<file path="src/rtl/dest_reg_pipe.sv">
// Destination register select plus a STAGES-deep address/write-enable pipeline
// with stall/flush, per-stage hazard compare and nearest-stage forward index.
module dest_reg_pipe #(
    parameter int ADDR_W   = 5,
    parameter int NUM_SRC  = 3,
    parameter int STAGES   = 3,
    parameter int LINK_REG = 31,
    parameter int SP_REG   = 29,
    parameter int SEL_W    = 3
) (
    input  logic                      clk,
    input  logic                      reset_n,
    input  logic [SEL_W-1:0]          sel,
    input  logic [NUM_SRC*ADDR_W-1:0] src,
    input  logic                      issue_valid,
    input  logic                      reg_write,
    input  logic                      stall,
    input  logic                      flush,
    input  logic [ADDR_W-1:0]         query_rs,
    input  logic [ADDR_W-1:0]         query_rt,
    output logic [STAGES*ADDR_W-1:0]  stage_addr,
    output logic [STAGES-1:0]         stage_we,
    output logic [ADDR_W-1:0]         wb_addr,
    output logic                      wb_we,
    output logic [STAGES-1:0]         hit_rs,
    output logic [STAGES-1:0]         hit_rt,
    output logic [3:0]                fwd_rs_idx,
    output logic [3:0]                fwd_rt_idx,
    output logic                      illegal_sel
);

    logic [STAGES-1:0][ADDR_W-1:0] addr_q;
    logic [STAGES-1:0]             we_q;
    logic [ADDR_W-1:0]             sel_addr;
    logic                          sel_legal;
    logic                          new_we;

    always_comb begin
        sel_addr  = '0;
        sel_legal = 1'b0;
        for (int k = 0; k < NUM_SRC; k++) begin
            if (sel == SEL_W'(k)) begin
                sel_addr  = src[k*ADDR_W +: ADDR_W];
                sel_legal = 1'b1;
            end
        end
        if (sel == SEL_W'(NUM_SRC)) begin
            sel_addr  = ADDR_W'(LINK_REG);
            sel_legal = 1'b1;
        end
        if (sel == SEL_W'(NUM_SRC + 1)) begin
            sel_addr  = ADDR_W'(SP_REG);
            sel_legal = 1'b1;
        end
    end

    // Writes to $0 are architecturally void, so they never carry we downstream.
    assign new_we = issue_valid & reg_write & sel_legal & (sel_addr != '0);

    always_ff @(posedge clk or negedge reset_n) begin
        if (!reset_n) begin
            addr_q      <= '0;
            we_q        <= '0;
            illegal_sel <= 1'b0;
        end else begin
            if (flush) begin
                addr_q[0] <= '0;
                we_q[0]   <= 1'b0;
            end else if (!stall) begin
                addr_q[0] <= issue_valid ? sel_addr : '0;
                we_q[0]   <= new_we;
            end
            if (!stall) begin
                for (int s = 1; s < STAGES; s++) begin
                    addr_q[s] <= addr_q[s-1];
                    we_q[s]   <= we_q[s-1];
                end
            end
            if (issue_valid && !stall && !sel_legal)
                illegal_sel <= 1'b1;
        end
    end

    always_comb begin
        stage_addr = '0;
        for (int s = 0; s < STAGES; s++)
            stage_addr[s*ADDR_W +: ADDR_W] = addr_q[s];
    end

    assign stage_we = we_q;
    assign wb_addr  = addr_q[STAGES-1];
    assign wb_we    = we_q[STAGES-1];

    // Scan oldest to youngest so the youngest (lowest) matching stage wins.
    always_comb begin
        hit_rs     = '0;
        hit_rt     = '0;
        fwd_rs_idx = '0;
        fwd_rt_idx = '0;
        for (int s = 0; s < STAGES; s++) begin
            hit_rs[s] = we_q[s] && (addr_q[s] == query_rs) && (query_rs != '0);
            hit_rt[s] = we_q[s] && (addr_q[s] == query_rt) && (query_rt != '0);
        end
        for (int s = STAGES - 1; s >= 0; s--) begin
            if (hit_rs[s]) fwd_rs_idx = 4'(s + 1);
            if (hit_rt[s]) fwd_rt_idx = 4'(s + 1);
        end
    end

endmodule

</file>
<file path="config.mk">
export PLATFORM = sky130hd
export DESIGN_NAME = dest_reg_pipe
export DESIGN_NICKNAME = d
export VERILOG_FILES = /design/src/rtl/dest_reg_pipe.sv
export SDC_FILE = /design/constraint.sdc
export NUM_CORES = 1
export LEC_CHECK = 0
export CAP_MARGIN = 10
export CORE_MARGIN = 2
export CORE_UTILIZATION = 40
export DETAILED_ROUTE_END_ITERATION = 12
export MAX_ROUTING_LAYER = met4
export PLACE_DENSITY_LB_ADDON = 0.15
export SLEW_MARGIN = 15
export SYNTH_ARGS = -nofsm -noshare
export SYNTH_HDL_FRONTEND = slang
export SYNTH_SLANG_ARGS = --single-unit
</file>
<file path="constraint.sdc">
create_clock -name clk -period 2.31 [get_ports clk]
set_clock_uncertainty 0.2 [all_clocks]
set_input_delay 0.462 -clock clk [delete_from_list [all_inputs] [get_ports clk]]
set_output_delay 0.462 -clock clk [all_outputs]
set_load 0.03 [all_outputs]
</file>
==> results of run 1 <==
## worst max path at each step
stage | startpoint | slack [ns] | endpoint | depth (start not counted)
2_1_floorplan | query_rt[1] | -0.1 | fwd_rt_idx[0] | 5
3_3_place_gp | query_rt[2] | -0.74 | hit_rt[1] | 6
3_5_place_dp | query_rt[2] | -0.82 | hit_rt[1] | 6
4_1_cts | wb_addr[4]$_DFFE_PN0N_ | -0.29 | fwd_rt_idx[1] | 5
5_1_grt | wb_addr[3]$_DFFE_PN0N_ | -0.34 | fwd_rs_idx[1] | 6
6_report | wb_addr[3]$_DFFE_PN0N_ | -0.26 | fwd_rs_idx[1] | 6
## logic make-up (layout without fill, tap and decap cells)
kind of cell	after synthesis	count (layout)
AND/OR/NAND/NOR	42	42
XOR/XNOR	30	30
buffers and inverters	21	127
flip-flops	19	19
AO/OA/AOI/OAI	18	18
multiplexers	13	13
other	1	4
## routing by layer
metal,GRT usage [%],up-vias
met2,43.0,58
met4,5.16,0
li1,-,723
met3,4.82,8
met5,-,-
met1,27.4,706
## power breakdown
part,switching (uW),internal [uW]
combinational,179,206
sequential,21.0,349
clock,98.8,67.2
total,299,622
## critical path: stages, from the launching register on
cell and delay (ns):
dfrtp_2 0.45, buf_6 0.13, xnor2_2 0.13, nand4_1 0.12
or4_4 0.47, a21oi_2 0.17, buf_6 0.14
## flip-flops by register name, indices dropped and copies added (netlist names)
register and cells:
stage_addr 10, wb_addr 5, stage_we 3, illegal_sel 1
## synthesized netlist by cell type, drive strengths merged (2+ instances only)
master / n / area, um^2
xnor2: 22 / 193
dfrtp: 19 / 475
buf: 15 / 114
mux2: 12 / 135
nor2: 9 / 38.8
nor4: 8 / 50.1
xor2: 8 / 70.1
nor3b: 7 / 52.6
nand4: 6 / 37.5
inv: 5 / 18.8
a22oi: 4 / 30.0
or4: 4 / 37.5
a21oi: 3 / 15.0
nand2: 3 / 11.3
a211oi: 2 / 15.0
a32oi: 2 / 17.5
nor2b: 2 / 12.5
o21ai: 2 / 10.0
o21bai: 2 / 15.0
or3: 2 / 12.5
## area by class of cell
type                    count  area share, %
clock buffers               4          0.992
repair buffers            118           41.0
inverters                   5          0.709
well taps                  46           2.17
multi-input cells         107           37.0
flip-flops and latches     19           18.2
## per-stage QoR
step           std cells  setup slack, ns
2_1_floorplan        147          -0.0958
3_3_place_gp         287           -0.739
3_5_place_dp         287           -0.823
4_1_cts              295           -0.288
5_1_grt              299           -0.337
6_report             299           -0.256
## timing repair
action / 4_1_cts / 5_1_grt
setup buffers: 4 / 4
gates resized for setup: 78 / 25
setup endpoints to repair: 10 / 12
pin swaps: 13 / 11
==> out/results.ini, run 1 <==
[flow_run]
cap_violations = 0

[final_layout]
seqCellArea_um2 = 482
multiInputGateArea_um2 = 978
utilization_pct = 78.7
antenna_cells = 0
final_cell_mix = clkdlybuf4s50_1, buf_4, buf_6
final_common_cell = clkdlybuf4s50_1
fin_area_mm2 = 0.00265
nFillCells = 248
final_nets = 288
syn2layout_area_growth_pct = 86.9
drive_gt1_share_pct = 47.0

[setup_path]
reg2reg_depth = 3
cp.required_ns = 1.65
end_kind = primary output
rr_startpoint = wb_addr[4]$_DFFE_PN0N_
cp-start-kind = flop
r2r-end = wb_addr[4]$_DFFE_PN0N_
path_class = flop to primary output
crit_path_max_fanout = 3
r2r_slack_ns = 1.02
arrival_ns = 1.90

[sta]
setup_viol = 8
slew_violations = 0
min_period_ns = 2.57
period_share_pct = 111
rsz0062_at_grt = yes
finalHoldViolations = 0
setup_ws_ns = -0.256
hold_ws_ns = 0.277
fin_tns_setup_ns = -1.15
fmax_mhz = 390

[placed_design]
port_buffers = 68
postPlaceCellArea_mm2 = 0.00242
place_congestion = 0.799
dp_hpwl_mm = 3.49

[clocking]
cts_max_level = 1
clkLatencyLatePin_ns = 0.30
hold_buffers = 0
cts_buffers = 3
clock_path_buffers = 2
root_buffer = clkbuf_4
cts_tree = done
path_clk_slew_ns = 0.11
cts_sinks = 19

[global_routing]
grt_pass1_vias = 1573
grt_first_pass_wirelength_mm = 7.40
grt_usage_pct = 23.9
overflow = 0
antenna_found_initial = 0
grt_max_degree = 20

[floorplan]
coreArea_mm2 = 0.00336
dieArea_mm2 = 0.00403
die_w_um = 63.5
design.portCount = 73
rows = 21
initial_utilization_pct = 42.1
die_height_um = 63.5

[synthesis]
avgSynthCellArea_um2 = 9.84
synth_top_family_by_area = XOR/XNOR gates
synth-seq-area-share_pct = 33.6
synth_seq_cells = 19
synth_edf_count = 0
synth_cell_types = 32
synthArstFlopShare_pct = 100
synth-adder-area-share_pct = 0
synth-simple-area-share_pct = 18.2
synth_ff_type = dfrtp_1
netlist_area_mm2 = 0.00142
muxShareOfSynthArea_pct = 10.2
synth-compound-area-share_pct = 9.54
synth_xor_area_share_pct = 18.6
ys_warn_count = 0
synth_cells = 144

[hold_path]
min-delay-start = illegal_sel$_DFFE_PN0P_
whs_path_depth = 1
hold_class = flop to flop
min_to = illegal_sel$_DFFE_PN0P_

[detailed_routing]
avgRoutedWirePerCell_um = 15.3
wl_met1_mm = 1.79
top_layer = met4
wirelength_mm = 4.56
drt_pre_antenna_iters = 4
antenna_left = 0
drc_errors = 0
routed-wl-met3_um = 250
vias = 1495
wl_met2_mm = 2.47
drt_iter0_drc = 37
drt-vias-per-instance = 5.00

[power]
power_uw = 921
power_density_mw_per_mm2 = 348
peakVddDrop_mv = 0.318
leakage_uw = 0.00119

[status]
violations = negative setup slack
status = finished with violations

(Power assumes the default switching activity.)
==> inputs of run 2 (changes only) <==
--- a/config.mk
+++ b/config.mk
@@ -5,7 +5,6 @@
 export SDC_FILE = /design/constraint.sdc
 export NUM_CORES = 1
 export LEC_CHECK = 0
-export CAP_MARGIN = 10
 export CORE_MARGIN = 2
 export CORE_UTILIZATION = 40
 export DETAILED_ROUTE_END_ITERATION = 12
@@ -15,3 +14,4 @@
 export SYNTH_ARGS = -nofsm -noshare
 export SYNTH_HDL_FRONTEND = slang
 export SYNTH_SLANG_ARGS = --single-unit
+export TNS_END_PERCENT = 30
==> run 2 against run 1 <==
  * The run still ends with negative setup slack left
  * Critical path depth up 1
  * Combinational power down 4%
  * Sequential cell count unchanged
  * Utilization down 2.6 points
  * Sequential share of layout area up 0.53 points
  * Setup slack better by 0.021 ns
  * Hold slack better by 0.013 ns
  * Die area unchanged
  * Power down 2.7%
  * Cell count down 1.3%
  * Design area down 3.4%
  * Critical path type unchanged
  * Largest power group unchanged
  * Highest routed layer unchanged
==> out/results.ini, run 2 (synthesis results as in run 1) <==
[status]
status = finished with violations
violations = negative setup slack

[setup_path]
endpoint = fwd_rs_idx[1]
cp_slowest_stage_delay_ns = 0.42
end_kind = primary output
r2r-end = stage_we[0]$_DFFE_PN0P_
cp_slowest_cell = dfrtp_1
cp-start-kind = flop
cp.required_ns = 1.65
arrival_ns = 1.88
r2r_slack_ns = 1.11
crit_start = stage_addr[5]$_DFFE_PN0N_
cp.depth = 7
cp_cell_sequence = buf_6 -> xnor2_1 -> nand4_1 -> or3_4 -> buf_4 -> a21oi_2 -> buf_6
reg2reg_depth = 3
rr_startpoint = stage_we[0]$_DFFE_PN0P_
path_class = flop to primary output
cp_common_cell = buf_6
crit_path_max_fanout = 4
crit_family = simple AND/OR/NAND/NOR gates
critPathBufInv = 3

[detailed_routing]
drt_iter0_drc = 31
drc_errors = 0
drt-vias-per-instance = 5.06
vias = 1493
antenna_left = 0
wirelength_mm = 4.24
drt_pre_antenna_iters = 4
avgRoutedWirePerCell_um = 14.4

[clocking]
hold_buffers = 0
root_buffer = clkbuf_4
clock_path_buffers = 2
clkLatencyLatePin_ns = 0.29
cts_sinks = 19
cts_max_level = 1
cts_buffers = 3
cts_tree = done
path_clk_slew_ns = 0.10

[sta]
slew_violations = 0
finalHoldViolations = 0
setup_viol = 9
hold_ws_ns = 0.290
period_share_pct = 110
rsz0062_at_grt = yes
min_period_ns = 2.54
setup_ws_ns = -0.235
fmax_mhz = 393
fin_tns_setup_ns = -1.19

[final_layout]
nFillCells = 257
drive_gt1_share_pct = 43.4
largest_reg_flops = 10
final_common_cell = clkdlybuf4s50_1
final_cell_mix = clkdlybuf4s50_1, buf_4, xnor2_1, dfrtp_1, buf_6
layout.cells.non_filler = 295
multiInputGateArea_um2 = 948
seqCellArea_um2 = 479
antenna_cells = 0
utilization_pct = 76.1
final_nets = 284
syn2layout_area_growth_pct = 80.7

[floorplan]
design.portCount = 73
coreArea_mm2 = 0.00336
die_w_um = 63.5
dieArea_mm2 = 0.00403
die_height_um = 63.5
rows = 21
initial_utilization_pct = 42.1

[global_routing]
antenna_found_initial = 0
grt_usage_pct = 22.5
grt_first_pass_wirelength_mm = 7.07
overflow = 0
grt_pass1_vias = 1544
grt_max_degree = 20

[hold_path]
hold_class = input pin to asynchronous set/reset pin

[power]
p_int_uw = 610
power.switching_uw = 286
seq_power_share_pct = 41.0
peakVddDrop_mv = 0.318
power_frac_comb_pct = 41.4
clockPowerShare_pct = 17.7
power_density_mw_per_mm2 = 350
leakage_uw = 0.00112
switching_share_pct = 31.9

[placed_design]
port_buffers = 68
place_congestion = 0.857
dp_hpwl_mm = 3.42
place_inst = 285

[flow_run]
cap_violations = 0

==> run 2: cell count changes in the layout (fill, tap and decap cells not counted), moves of 2 or more <==
cell	delta
xnor2_1	+4
clkdlybuf4s50_1	+2
dlymetal6s2s_1	-2
dfrtp_1	+2
buf_4	+3
buf_6	-8
xnor2_2	-4
dfrtp_2	-2
clkbuf_2	-2
==> run 2: power groups by stage <==
stage | clock, uW | combinational [uW] | sequential [uW]
floorplan | 0 | 142 | 406
global placement | 0 | 342 | 372
detailed placement | 0 | 348 | 373
CTS | 167 | 364 | 365
global route | 186 | 394 | 369
finish | 158 | 370 | 367
==> run 2: worst reg2reg max path, cell delays in order, from the launching register on <==
cell and delay (ns):
dfrtp_1 0.40, buf_4 0.16, a211oi_1 0.21, a311oi_1 0.12
==> run 2: how the worst min path moves through the flow <==
| stage | start | to | slack (ns) | cells past startpoint |
|---|---|---|---|---|
| global route | reset_n | wb_addr[3]$_DFFE_PN0N_ | 0.28 | 2 |
| global placement | illegal_sel$_DFFE_PN0P_ | illegal_sel$_DFFE_PN0P_ | 0.25 | 1 |
| detailed placement | illegal_sel$_DFFE_PN0P_ | illegal_sel$_DFFE_PN0P_ | 0.27 | 1 |
| finish | reset_n | wb_addr[3]$_DFFE_PN0N_ | 0.29 | 2 |
| floorplan | reset_n | illegal_sel$_DFFE_PN0P_ | -0.03 | 0 |
| CTS | reset_n | stage_addr[8]$_DFFE_PN0N_ | 0.29 | 2 |
==> run 2: per-stage QoR <==
step	total power (uW)	area, um^2	worst slack, ns
global route	949	2560	-0.343
finish	896	2560	-0.235
detailed placement	720	2380	-0.781
global placement	713	2380	-0.754
floorplan	548	1480	-0.135
CTS	895	2520	-0.223
==> run 2: routing by layer <==
metal  routed length [um]  track usage, %
met5                    0               -
met1                 1680            25.3
met4                   46            5.16
met2                 2320            41.7
met3                  184            3.57
==> run 2: area by class of cell <==
cell class,instances,share of cell area [%]
Timing Repair Buffer,114,40.1
Multi-Input combinational cell,107,37.1
Sequential cell,19,18.7
Tap cell,46,2.25
Clock buffer,3,0.880
Inverter,5,0.733
Clock inverter,1,0.196
==> run 2: what timing repair did <==
item / 4_1_cts / 5_1_grt
gates cloned: 0 / 0
endpoints found under the setup margin: 10 / 10
buffers inserted: 7 / 0
resized for setup: 74 / 8
pin swaps: 12 / 5
